File: config.mk
export PLATFORM = sky130hd
export DESIGN_NAME = serial_sub
export DESIGN_NICKNAME = d
export VERILOG_FILES = /design/src/rtl/serial_sub_pkg.sv /design/src/rtl/serial_sub_full_sub.sv /design/src/rtl/serial_sub.sv
export SDC_FILE = /design/constraint.sdc
export NUM_CORES = 1
export LEC_CHECK = 0
export CELL_PAD_IN_SITES_DETAIL_PLACEMENT = 0
export CELL_PAD_IN_SITES_GLOBAL_PLACEMENT = 1
export CORE_MARGIN = 5
export CORE_UTILIZATION = 34
export CTS_CLUSTER_SIZE = 8
export DETAILED_ROUTE_END_ITERATION = 10
export GPL_TIMING_DRIVEN = 0
export PLACE_DENSITY = 0.76
export SLEW_MARGIN = 20
export SYNTH_ARGS = -nofsm -noshare
export SYNTH_HDL_FRONTEND = slang
export SYNTH_SLANG_ARGS = --single-unit
File: constraint.sdc
create_clock -name clk -period 1.5 [get_ports clk]
set_input_delay 0.375 -clock clk [delete_from_list [all_inputs] [get_ports clk]]
set_output_delay 0.375 -clock clk [all_outputs]
set_load 0.005 [all_outputs]
File: src/rtl/serial_sub_pkg.sv
// Shared types and constants for the bit-serial subtractor.
package serial_sub_pkg;

  localparam int DEFAULT_WIDTH = 8;

  typedef enum logic [1:0] {
    IDLE = 2'd0,
    RUN  = 2'd1,
    DONE = 2'd2
  } state_t;

endpackage

File: src/rtl/serial_sub_full_sub.sv
// One-bit full-subtractor cell: diff = a - b - borrowIn, with outgoing borrow.
module full_sub (
  input  logic a,
  input  logic b,
  input  logic borrowIn,
  output logic diff,
  output logic borrowOut
);

  assign diff      = a ^ b ^ borrowIn;
  assign borrowOut = (~a & b) | (~(a ^ b) & borrowIn);

endmodule

File: src/rtl/serial_sub.sv
// Bit-serial subtractor: one full_sub cell processes one bit per cycle, LSB first,
// producing diff = a - b (mod 2^WIDTH) and the final borrow after WIDTH cycles.
module serial_sub
  import serial_sub_pkg::*;
#(
  parameter int WIDTH = DEFAULT_WIDTH
) (
  input  logic             clk,
  input  logic             rst,
  input  logic             start,
  input  logic [WIDTH-1:0] a,
  input  logic [WIDTH-1:0] b,
  output logic             busy,
  output logic             done,
  output logic [WIDTH-1:0] diff,
  output logic             borrow_out
);

  localparam int             CW   = $clog2(WIDTH);
  localparam logic [CW-1:0]  LAST = CW'(WIDTH - 1);

  state_t             r_state;
  logic [WIDTH-1:0]   r_a_sh;
  logic [WIDTH-1:0]   r_b_sh;
  logic [WIDTH-2:0]   r_res;
  logic               r_borrow;
  logic [CW-1:0]      r_cnt;
  logic               r_busy;
  logic               r_done;
  logic [WIDTH-1:0]   r_diff;
  logic               r_borrow_out;

  logic               w_dbit;
  logic               w_bout;
  logic [WIDTH-1:0]   w_res_nxt;

  full_sub u_cell (
    .a         (r_a_sh[0]),
    .b         (r_b_sh[0]),
    .borrowIn  (r_borrow),
    .diff      (w_dbit),
    .borrowOut (w_bout)
  );

  // New difference bit enters at the MSB; after WIDTH shifts bit 0 lands at the LSB.
  assign w_res_nxt = {w_dbit, r_res};

  always_ff @(posedge clk) begin
    if (rst) begin
      r_state      <= IDLE;
      r_a_sh       <= '0;
      r_b_sh       <= '0;
      r_res        <= '0;
      r_borrow     <= 1'b0;
      r_cnt        <= '0;
      r_busy       <= 1'b0;
      r_done       <= 1'b0;
      r_diff       <= '0;
      r_borrow_out <= 1'b0;
    end else begin
      case (r_state)
        IDLE, DONE: begin
          r_done <= 1'b0;
          if (start) begin
            r_a_sh   <= a;
            r_b_sh   <= b;
            r_res    <= '0;
            r_borrow <= 1'b0;
            r_cnt    <= '0;
            r_busy   <= 1'b1;
            r_state  <= RUN;
          end else begin
            r_state  <= IDLE;
          end
        end
        RUN: begin
          r_a_sh   <= r_a_sh >> 1;
          r_b_sh   <= r_b_sh >> 1;
          r_res    <= w_res_nxt[WIDTH-1:1];
          r_borrow <= w_bout;
          // Result outputs only change here, so they hold steady through the next RUN.
          if (r_cnt == LAST) begin
            r_state      <= DONE;
            r_busy       <= 1'b0;
            r_done       <= 1'b1;
            r_diff       <= w_res_nxt;
            r_borrow_out <= w_bout;
          end else begin
            r_cnt <= r_cnt + 1'b1;
          end
        end
        default: begin
          r_state <= IDLE;
          r_busy  <= 1'b0;
          r_done  <= 1'b0;
        end
      endcase
    end
  end

  assign busy       = r_busy;
  assign done       = r_done;
  assign diff       = r_diff;
  assign borrow_out = r_borrow_out;

endmodule

==> impl_metrics.toml <==
[outcome]
status = "finished, final reports clean"

[final_layout]
layout.nets = 253
nFillCells = 517
finish.utilization_pct = 45.3
syn_to_final_growth_pct = 29.4
design_area_sq_um = 2160
antenna_cells = 0
layout-drive-gt1-share_pct = 14.2

[critical_path]
worst_setup_path_start_kind = "flop"
r2r_setup_slack_ps = 40
crit_path_start = "r_cnt[0]"
critical_path_class = "flop to flop"
cp_slowest_stage_delay_ps = 420
cp.required_ps = 1660
worstReg2RegStart = "r_cnt[0]"
crit_fanout = 7
slowest_stage = "or3b_4"
crit_arrival_ps = 1620
end_kind = "flop"
path_buf_inv = 0
cp_top_family = "simple AND/OR/NAND/NOR gates"
path_cells = "ha_1 > ha_4 > or3b_4 > nand3_1 > a21oi_1"

[synthesis]
syn_area_sq_um = 1670
synth.top_cells.by_count = "47 x nand2_1, 40 x dfxtp_1, 24 x a21oi_1"
synth_ff_type = "dfxtp_1"
synth_edf_count = 0
avgSynthCellArea_sq_um = 8.46
yosysUniqueCellTypes = 22
ys_async_sr_fraction_pct = 0
synth_top_area_share_pct = 48.0
synth_area_leader_cell = "dfxtp_1"
synthTopCellsByArea = "dfxtp_1 48%, nand2_1 11%, a21oi_1 7.2%, nand3_1 6.3%, a311oi_2 5.4%"
yosysMostFrequentCell = "nand2_1"
synth_seq_area_share_pct = 48.0
syn-instance-count = 197
synth-seq-cells = 40
yosys_warnings = 0
synth_fp_nets = 219

[power]
peakVddDrop_v = 0.000429
cellPowerDensity_nw_per_um2 = 1080
p_leak_nw = 0.809

[route]
drtPass1Iterations = 4
dr_total_vias = 1433
drt-total-wl_microns = 3800
ant_nets = 0
drc_errors = 0
drtIter0Drc = 101
via_per_inst = 4.79
routedWlPerCell_microns = 12.7

[sta]
hold_viol = 0
skew_ps = 5.15
timing.hold.ws_ps = 452
post-route-period-util_pct = 97.2
clock.fmax_mhz = 686
drv_slew = 0
setup_viol = 0
maxSlewHeadroom_pct = 61.4
period_needed_ps = 1460
worst_slew_pin_slew_ps = 580

[clock_network]
cts_tree = "yes"
cts.sinks = 40
cts_root_buf = "clkbuf_8"
htree_levels = 2
numCtsBuffers = 5
ctsHoldBuffers = 0
clockBufferDepth = 2
post_cts_buffers = 0
clkSlewWorstSetupHoldPaths_ps = 80
clock_latency_ps = 300

[worst_hold_path]
min_from = "diff[7]"
hold_class = "flop to flop"

[grt]
grtUsageTotal_pct = 12.7
grt-busiest-layer = "met2"
antenna_found_initial = 0
grt_pass1_wl_microns = 6250
met3_usage_pct = 3.50
grt_max_degree = 15
gr-usage-met2_pct = 19.5
grt.overflow.total = 0
grt_pass1_vias = 1363
use_met1_pct = 16.0

[placement]
gp_congestion = 0.738
port_buffers = 28
postPlaceCellArea_sq_um = 2030
dp_hpwl_microns = 2650

[floorplanning]
die-area_sq_um = 6400
core_area_sq_um = 4750
start_util_pct = 35.1
dieWidth_microns = 80.0
num_rows = 25
io_pins = 30
die_y_microns = 80.0

[flow_run]
max_cap_viol_count = 0
worst register-to-register path, delay by kind of cell, from the launching register on:
| kind | cells | cell delay [ps] |
|---|---|---|
| adder cells (fa/ha/maj) | 2 | 430 |
| AND/OR/NAND/NOR | 2 | 510 |
| AO/OA/AOI/OAI | 1 | 60 |
| flip-flops | 1 | 330 |
registers in the layout (all words and copies together) (netlist names):
name        cells
diff            8
r_a_sh          8
r_b_sh          8
r_res           7
r_cnt           3
r_state         2
borrow_out      1
busy            1
done            1
r_borrow        1
metal layers:
| metal | share of wire (%) | up-vias |
|---|---|---|
| met5 | 0 | - |
| met4 | 1.9 | 0 |
| met3 | 5.7 | 8 |
| met2 | 44 | 31 |
| met1 | 49 | 651 |
| li1 | - | 743 |
cells by family (layout without fill, tap and decap cells):
kind of cell	after synthesis	after routing	share of synthesized area, %
and+or+nand+nor	95	95	24.9
AOI/OAI and AO/OA	40	40	17.6
DFF	40	40	48.0
buffers and inverters	19	54	6.68
adders and majority gates	3	3	2.70
power breakdown:
part / total (mW) / internal (mW) / switching, mW
registers: 1.14 / 1.11 / 0.0315
logic: 0.292 / 0.136 / 0.156
clock network: 0.902 / 0.501 / 0.401
total: 2.34 / 1.75 / 0.588
cell type report:
type | count | area, sq um | area share [%]
repair buffers | 28 | 267 | 12.4
inverters | 2 | 7.51 | 0.348
well taps | 67 | 83.8 | 3.89
flip-flops and latches | 40 | 805 | 37.3
plain buffers | 16 | 100 | 4.64
clock buffers | 5 | 68.8 | 3.19
clock inverters | 3 | 47.5 | 2.21
multi-input cells | 138 | 777 | 36.0
repair_timing:
item,4_1_cts,5_1_grt
gates resized for setup,16,3
setup endpoints to repair,23,9
hold endpoints to repair,0,0
final timing paths:
path	end	cells past startpoint
worst max-delay path	r_cnt[2]	5
worst min-delay path	diff[7]	2
worst max register to register	r_cnt[2]	5
worst min register to register	diff[7]	2
per-stage QoR:
step	setup WS (ps)	instances	setup TNS (ps)	power [mW]
3_5_place_dp	-283	292	-3810	1.46
5_1_grt	-11.8	299	-11.8	2.44
2_1_floorplan	11.7	197	0	1.35
6_report	42.4	299	0	2.34
3_3_place_gp	-255	292	-3540	1.46
4_1_cts	25.0	299	0	2.37
layout by cell type, fill, tap and decap left out, types with 6 or more instances in the layout:
cell	Yosys	layout
dfxtp_1	40	37
nand3_1	21	21
a311oi_2	6	6
a311oi_1	9	9
dlygate4sd2_1	0	11
a21oi_1	24	24
nor2_1	16	16
nand2_1	47	47
clkdlybuf4s50_1	0	17
(Power assumes the default switching activity.)
